===== config.mk =====
export PLATFORM = sky130hd
export DESIGN_NAME = mux4_rr_arbiter
export DESIGN_NICKNAME = d
export VERILOG_FILES = /design/src/rtl/mux4_rr_arbiter.sv
export SDC_FILE = /design/constraint.sdc
export NUM_CORES = 1
export LEC_CHECK = 0
export ABC_AREA = 1
export BUFFER_PORTS_ARGS = -buffer_cell sky130_fd_sc_hd__buf_4
export CAP_MARGIN = 20
export CORE_UTILIZATION = 30
export DETAILED_ROUTE_END_ITERATION = 16
export PLACE_DENSITY = 0.49
export SETUP_SLACK_MARGIN = 0.15
export SLEW_MARGIN = 0
export SYNTH_ARGS = -nofsm -noshare
export SYNTH_HDL_FRONTEND = slang
export SYNTH_SLANG_ARGS = --single-unit

===== constraint.sdc =====
create_clock -name clock_in -period 4.75 [get_ports clock_in]
set_input_delay 0.2375 -clock clock_in [delete_from_list [all_inputs] [get_ports clock_in]]
set_output_delay 0.2375 -clock clock_in [all_outputs]
set_load 0.02 [all_outputs]

===== src/rtl/mux4_rr_arbiter.sv =====
// Round-robin arbiter that sequences four requesters onto the shared 4-input mux.
// Select and grant come from posedge registers, so they are stable at the mux's sampling negedge.
module mux4_rr_arbiter #(
  parameter int unsigned MAX_HOLD = 8,
  parameter int unsigned CNT_W    = 8
) (
  input  logic             clock_in,
  input  logic             reset_signal,
  input  logic             enable_signal,
  input  logic [3:0]       req,
  output logic [3:0]       grant,
  output logic [1:0]       mux_select,
  output logic             mux_enable,
  output logic             busy,
  output logic [CNT_W-1:0] owner_cycles
);

  // Handshake: req[i] is a level held for as long as requester i wants the mux.
  // It is sampled at every posedge with enable_signal=1. A requester owns the mux
  // while grant[i]=1, and the mux is driven only while mux_enable=1.

  typedef enum logic {
    IDLE  = 1'b0,
    GRANT = 1'b1
  } state_t;

  localparam logic [CNT_W-1:0] HOLD_LIM = CNT_W'(MAX_HOLD);
  localparam logic [CNT_W-1:0] CNT_MAX  = {CNT_W{1'b1}};
  localparam logic [CNT_W-1:0] CNT_ONE  = CNT_W'(1);

  state_t           state_q, state_d;
  logic [1:0]       owner_q, owner_d;
  logic [1:0]       last_q, last_d;
  logic [CNT_W-1:0] cnt_q, cnt_d;
  logic [3:0]       grant_q, grant_d;

  logic [1:0]       base;
  logic [1:0]       winner;
  logic             hold_hit;
  logic             release_now;

  // First requester after base, wrapping, with base itself searched last.
  function automatic logic [1:0] rr_pick(input logic [1:0] b, input logic [3:0] r);
    logic [1:0] idx;
    rr_pick = b;
    for (int k = 4; k >= 1; k--) begin
      idx = b + 2'(k);
      if (r[idx]) rr_pick = idx;
    end
  endfunction

  assign base        = (state_q == GRANT) ? owner_q : last_q;
  assign winner      = rr_pick(base, req);
  assign hold_hit    = (MAX_HOLD != 0) && (cnt_q == HOLD_LIM);
  assign release_now = !req[owner_q] || hold_hit;

  always_comb begin
    state_d = state_q;
    owner_d = owner_q;
    last_d  = last_q;
    cnt_d   = cnt_q;
    grant_d = grant_q;
    if (enable_signal) begin
      case (state_q)
        IDLE: begin
          if (req != 4'b0000) begin
            state_d = GRANT;
            owner_d = winner;
            last_d  = winner;
            cnt_d   = CNT_ONE;
            grant_d = 4'b0001 << winner;
          end
        end
        GRANT: begin
          if (!release_now) begin
            cnt_d = (cnt_q == CNT_MAX) ? cnt_q : cnt_q + CNT_ONE;
          end else if (req != 4'b0000) begin
            // Handoff on the same edge keeps the mux busy with no dead cycle.
            owner_d = winner;
            last_d  = winner;
            cnt_d   = CNT_ONE;
            grant_d = 4'b0001 << winner;
          end else begin
            state_d = IDLE;
            owner_d = 2'd0;
            cnt_d   = '0;
            grant_d = 4'b0000;
          end
        end
        default: begin
          state_d = IDLE;
          owner_d = 2'd0;
          cnt_d   = '0;
          grant_d = 4'b0000;
        end
      endcase
    end
  end

  // last_q resets to 3 so the first arbitration after reset favours requester 0.
  always_ff @(posedge clock_in or posedge reset_signal) begin
    if (reset_signal) begin
      state_q <= IDLE;
      owner_q <= 2'd0;
      last_q  <= 2'd3;
      cnt_q   <= '0;
      grant_q <= 4'b0000;
    end else begin
      state_q <= state_d;
      owner_q <= owner_d;
      last_q  <= last_d;
      cnt_q   <= cnt_d;
      grant_q <= grant_d;
    end
  end

  assign grant        = grant_q;
  assign mux_select   = owner_q;
  assign busy         = (state_q == GRANT);
  assign mux_enable   = busy && enable_signal;
  assign owner_cycles = cnt_q;

endmodule


==> results_dict.tcl, run 1 <==
set metrics [dict create \
    core_region_area_sq_um 3740 \
    route.detailed.drc 0 \
    clockPowerShare_pct 14.4 \
    yosysWarnings 0 \
    yosysMostFrequentCell "nand2_1" \
    combPwrFrac_pct 54.9 \
    syn_area_per_cell_sq_um 6.93 \
    p_total_uw 762 \
    drive_gt1_share_pct 23.5 \
    firstDrtPassIters 4 \
    syn_area_sq_um 1190 \
    worstSetupStartpointType "flip-flop" \
    synth_common_cells "nand2_1, inv_1, nand3_1" \
    ys_top_cells_by_area "dfrtp_1, nand2_1, nand3_1" \
    path_max_fanout 11 \
    whs_ns 0.0703 \
    rr_endpoint "owner_cycles[3]" \
    ant_nets 0 \
    grt_pass1_wl_microns 4970 \
    vias 1144 \
    power_switching_uw 364 \
    seq_area_frac_synth_pct 35.9 \
    synthCells 172 \
    die_height_microns 65.0 \
    fmax_ghz 0.514 \
    setup.worst_path.end_class "flip-flop" \
    slew_headroom_pct 57.7 \
    power.internal_uw 398 \
    drv_slew 0 \
    cts_tree "yes" \
    track_usage_pct 15.0 \
    ioPinCount 23 \
    maxCapViolations 0 \
    fin_nets 206 \
    cts_buffers 3 \
    async_flop_share_pct 100 \
    p_leak_nw 0.762 \
    critPathRequiredTime_ns 4.93 \
    power_frac_seq_pct 30.8 \
    final_cells 244 \
    cts_setup_buffers 0 \
    htree_levels 1 \
    powerDensity_nw_per_um2 530 \
    fin_area_sq_um 1440 \
    synthFlopType "dfrtp_1" \
    postPlaceCellArea_sq_um 1390 \
    initial_core_util_pct 31.8 \
    synth_seq_cells 17 \
    crit_arrival_ns 2.13 \
    slowest_stage "dfrtp_1" \
    syn_nets 181 \
    hold_path.class "in -> async" \
    timing.rr.start "owner_cycles[0]" \
    path_clk_slew_ns 0.07 \
    ff2ff_setup_slack_ns 2.80 \
    viasPerCell 4.69 \
    layout_setup_ws_ns 2.80 \
    routed_wirelength_microns 2900 \
    ys_types 21 \
    grt_max_degree 18 \
    path_cells "inv_1 -> ha_1 -> nand2_1 -> nor3_1 -> nand4_1 -> nand2_2 -> inv_2 -> nand2_2 -> nand2_4 -> nand2_2 -> nand2_1 -> nand2_1 -> nand2_1 -> nor2_1" \
    cp-startpoint "owner_cycles[0]" \
    place_inst 240 \
    die_width_microns 65.0 \
    grt_pass1_vias 1092 \
    rows 22 \
    syn_to_final_growth_pct 20.8 \
    fin_skew_ns 0.000851 \
    synth_edf_count 0 \
    design.die.area_sq_um 4230 \
    cts_resized 0 \
    ir_drop_uv 262 \
    rsz0062_at_grt "no" \
    max_stage_delay_ns 0.43 \
    fin_crit_sh_pct 41.0 \
    clk_latency_ns 0.25 \
    switching_share_pct 47.7 \
    clock_path_buffers 2 \
    tns_ns 0 \
    hold_viol_final 0 \
    gp_congestion 0.811 \
    cp_common_cell "nand2_1" \
    worstSetupPathType "reg -> reg" \
    n_antenna_cell 0 \
    portBuffers 22 \
    ff2ff_path_depth 14 \
    drt_iter0_drc 57 \
    place_ws_ns 2.85 \
    dpl.hpwl_microns 2310 \
    overflow 0 \
    status "finished clean" \
    yosysTopAreaCellShare_pct 31.5 \
    cts_root_buf "clkbuf_8" \
    tightest_slew_ns 0.634 \
    setup_viol 0 \
    wl_per_cell_microns 11.9 \
    antenna_found_initial 0 \
    cts.hold.buffers_added 0 \
    finalCriticalPeriod_ns 1.95 \
    cts_sinks 17 \
    fin_util_pct 38.4 \
    synth_top_cell_by_area "dfrtp_1" \
]
-- power by group through the flow --
stage	clock [mW]	combinational (mW)	sequential, mW
final	0.109	0.418	0.235
after global routing	0.117	0.480	0.242
after CTS	0.111	0.422	0.235
after detailed placement	0	0.418	0.237
after global placement	0	0.415	0.235
after floorplan	0	0.266	0.269
-- flip-flops by register name, indices dropped and copies added (netlist names) --
name          count
busy              1
owner_cycles      8
grant             4
last_q            2
mux_select        2
-- kinds of logic (layout without fill, tap and decap cells) --
kind of cell | after synthesis | in the layout | synth area share, %
simple gates | 101 | 101 | 39.8
fa+ha+maj | 2 | 2 | 2.10
flops | 17 | 17 | 35.9
xor+xnor | 4 | 4 | 2.94
buf+inv | 28 | 52 | 10.5
compound gates | 20 | 20 | 8.72
-- metal layers --
| layer | vias up | GRT usage [%] | share of wire (%) |
|---|---|---|---|
| met5 | - | 0 | 0 |
| met4 | 0 | 2.45 | 0.28 |
| met3 | 3 | 2.11 | 5.2 |
| met2 | 37 | 22.7 | 41 |
| met1 | 508 | 22.9 | 54 |
| li1 | 596 | - | - |
-- placed cells by master, fill, tap and decap left out --
cell / Yosys / final
nand2_2: 10 / 10
nand4_1: 5 / 5
xor2_1: 4 / 4
dfstp_2: 2 / 2
dfrtp_1: 15 / 15
o21bai_1: 1 / 1
inv_2: 4 / 4
nor3_1: 5 / 5
nand2_1: 54 / 54
buf_4: 0 / 22
a21oi_1: 3 / 3
nand3_1: 16 / 16
o21ai_1: 8 / 8
inv_6: 1 / 1
ha_1: 2 / 2
o21ai_0: 7 / 7
o22ai_1: 1 / 1
nor2_1: 7 / 7
nor4_2: 1 / 1
clkbuf_8: 0 / 3
clkbuf_1: 0 / 1
nand2_4: 3 / 3
inv_1: 21 / 21
-- critical path: cells and delay by family, from the launching register on --
family                   cells  cell delay (ns)
adder cells (fa/ha/maj)      1             0.16
buffers and inverters        2             0.16
flip-flops                   1             0.43
AND/OR/NAND/NOR             11             1.12
-- worst max-delay path by stage --
stage | end | slack (ns) | cells after the start
6_report | owner_cycles[3] | 2.80 | 14
5_1_grt | owner_cycles[3] | 2.57 | 14
4_1_cts | owner_cycles[3] | 2.81 | 14
3_5_place_dp | owner_cycles[3] | 2.85 | 14
3_3_place_gp | owner_cycles[3] | 2.91 | 13
2_1_floorplan | owner_cycles[7] | 3.03 | 13
-- layout make-up --
type	count	area (sq um)
Fill cell	421	2300
Timing Repair Buffer	22	165
Tap cell	48	60.1
Inverter	26	103
Clock buffer	4	45.0
Sequential cell	17	428
Multi-Input combinational cell	127	638
Note: power is estimated with default switching activity, not from simulation.
==> inputs of run 2 (changes only) <==
--- a/config.mk
+++ b/config.mk
@@ -5,7 +5,7 @@
 export SDC_FILE = /design/constraint.sdc
 export NUM_CORES = 1
 export LEC_CHECK = 0
-export ABC_AREA = 1
+export ABC_AREA = 0
 export BUFFER_PORTS_ARGS = -buffer_cell sky130_fd_sc_hd__buf_4
 export CAP_MARGIN = 20
 export CORE_UTILIZATION = 30
==> constraint.sdc (replaced) <==
create_clock -name clock_in -period 1.95 [get_ports clock_in]
set_input_delay 0.0975 -clock clock_in [delete_from_list [all_inputs] [get_ports clock_in]]
set_output_delay 0.0975 -clock clock_in [all_outputs]
set_load 0.02 [all_outputs]
==> run 2 against run 1 <==
Final area shrank 2.3%. Routed wire length shrank 11%. Non-clock buffer count grew 8. Sequential power grew to 2.6 times the previous value. Die area shrank 7.2%. Hold slack gained 0.023 ns. Utilization grew 2.7 points.
==> results_dict.tcl, run 2 <==
set metrics [dict create \
    cts_tree "yes" \
    die_height_microns 62.6 \
    drt_iter0_drc 26 \
    synthCells 108 \
    synth_common_cells "dfrtp_1, inv_1, a21oi_1" \
    max_stage_delay_ns 0.48 \
    vias 952 \
    critPathBufInv 0 \
    syn_to_final_growth_pct 27.6 \
    path_delay_family "compound AO/OA/AOI/OAI gates" \
    viasPerCell 5.15 \
    synth_seq_cells 17 \
    htree_levels 1 \
    worstSetupPathType "reg -> reg" \
    grt_max_degree 18 \
    routed_wirelength_microns 2580 \
    slowest_stage "dfrtp_1" \
    fin_area_sq_um 1410 \
    place_ws_ns 0.122 \
    hold_depth 2 \
    antenna_found_initial 0 \
    path_depth 4 \
    firstDrtPassIters 5 \
    tns_ns 0 \
    hold_path.class "in -> reg" \
    yosysMostFrequentCell "dfrtp_1" \
    n_antenna_cell 0 \
    route.detailed.drc 0 \
    synthFlopType "dfrtp_1" \
    fin_nets 149 \
    fin_crit_sh_pct 88.8 \
    path_cells "mux2_2 -> o21a_1 -> a21o_1 -> o32ai_1" \
    ff2ff_setup_slack_ns 0.22 \
    wl_per_cell_microns 14.0 \
    fmax_ghz 0.578 \
    timing.rr.start "mux_select[0]" \
    yosysWarnings 0 \
    design.die.area_sq_um 3920 \
    rows 21 \
    powerDensity_nw_per_um2 1180 \
    syn_area_per_cell_sq_um 10.2 \
    ant_nets 0 \
    min_to "busy" \
    ff2ff_path_depth 4 \
    overflow 0 \
    maxCapViolations 0 \
    rsz0062_at_grt "yes" \
    ys_top_cells_by_area "dfrtp_1, dfstp_2, mux2i_1" \
    clk_latency_ns 0.29 \
    gp_congestion 0.760 \
    initial_core_util_pct 32.3 \
    setup.worst_path.end_class "flip-flop" \
    ioPinCount 23 \
    grt_pass1_vias 946 \
    critPathRequiredTime_ns 2.14 \
    path_max_fanout 5 \
    seq_area_frac_synth_pct 38.8 \
    drv_slew 0 \
    layout_setup_ws_ns 0.218 \
    status "finished clean" \
    portBuffers 22 \
    rr_endpoint "grant[2]" \
    whs_ns 0.0937 \
    postPlaceCellArea_sq_um 1330 \
    final_cells 185 \
    syn_nets 117 \
    cts_buffers 3 \
    yosysTopAreaCellShare_pct 34.1 \
    cts_sinks 17 \
    regArea_sq_um 430 \
    fin_skew_ns 0.00228 \
    setup_viol 0 \
    tightest_slew_ns 0.651 \
    die_width_microns 62.6 \
    finalCriticalPeriod_ns 1.73 \
    nFillCells 362 \
    syn_area_sq_um 1100 \
    async_flop_share_pct 100 \
    final_cell_mix "buf_4, dfrtp_1, inv_1" \
    p_leak_nw 0.611 \
    path_clk_slew_ns 0.10 \
    drive_gt1_share_pct 39.6 \
    core_region_area_sq_um 3420 \
    place_inst 177 \
    largest_reg_flops 8 \
    ir_drop_uv 537 \
    grt_pass1_wl_microns 4420 \
    synth_top_cell_by_area "dfrtp_1" \
    slew_headroom_pct 56.5 \
    track_usage_pct 14.1 \
    multiInputGateArea_sq_um 618 \
    hold_viol_final 0 \
    final_common_cell "buf_4" \
    worstSetupStartpointType "flip-flop" \
    ys_types 43 \
    dpl.hpwl_microns 1940 \
    cts_root_buf "clkbuf_4" \
    min_from "enable_signal" \
    clock_path_buffers 2 \
    crit_arrival_ns 1.92 \
    synth_edf_count 0 \
]
run 2: cell count changes after synthesis, moves of 4 or more:
cell / before / now
o21ai_1: 8 / 0
inv_2: 4 / 0
mux2i_1: 0 / 5
nor2_1: 7 / 3
nand2_1: 54 / 5
nand3_1: 16 / 5
nand2_2: 10 / 0
inv_1: 21 / 12
nor3_1: 5 / 0
run 2: where the power goes:
part | leakage [nW] | internal [mW] | total (mW) | switching [mW]
registers | 0.214 | 0.480 | 0.613 | 0.133
logic | 0.380 | 0.403 | 0.860 | 0.457
clock network | 0.0177 | 0.0761 | 0.191 | 0.115
total | 0.611 | 0.959 | 1.66 | 0.705
run 2: timing repair:
action	4_1_cts	5_1_grt
pin swaps	0	1
setup endpoints to repair	4	10
setup buffers	0	3
gates resized for setup	2	7
hold buffers	1	0
hold endpoints to repair	15	0
run 2: area by class of cell:
class	instances	area share (%)
sequential	17	30.6
tap	46	4.09
clock buffer	3	1.60
clock inverter	1	0.356
inverter	12	3.20
multi-input combinational	76	44.0
timing repair buffer	30	16.2
run 2: kinds of logic after synthesis:
kind of cell / after synthesis / share of synthesized area, %
XOR/XNOR: 1 / 0.795
AND/OR/NAND/NOR: 27 / 14.1
AO/OA/AOI/OAI: 38 / 29.9
multiplexers: 8 / 7.60
adder cells (fa/ha/maj): 2 / 2.27
buffers and inverters: 15 / 6.58
flip-flops: 17 / 38.8
run 2: how the worst max path moves through the flow:
stage | from | to | slack, ns
global placement | owner_cycles[0] | last_q[0] | 0.18
global route | mux_select[0] | grant[2] | 0.13
finish | mux_select[0] | grant[2] | 0.22
detailed placement | owner_cycles[0] | owner_cycles[5] | 0.12
floorplan | owner_cycles[0] | last_q[0] | 0.15
CTS | owner_cycles[0] | owner_cycles[5] | 0.17
run 2: per-layer routing:
layer  routed length (microns)  vias up  GRT usage, %
met5                         0        -             0
met4                        21        0          4.36
met3                        79        2          2.37
met2                      1120       15          21.2
met1                      1370      459          20.3
li1                          -      476             -
run 2: metrics by stage:
step	total power [mW]	util (%)
global placement	1.41	38.9
global route	1.79	41.2
floorplan	1.11	-
detailed placement	1.42	38.9
CTS	1.62	40.1
finish	1.66	41.2
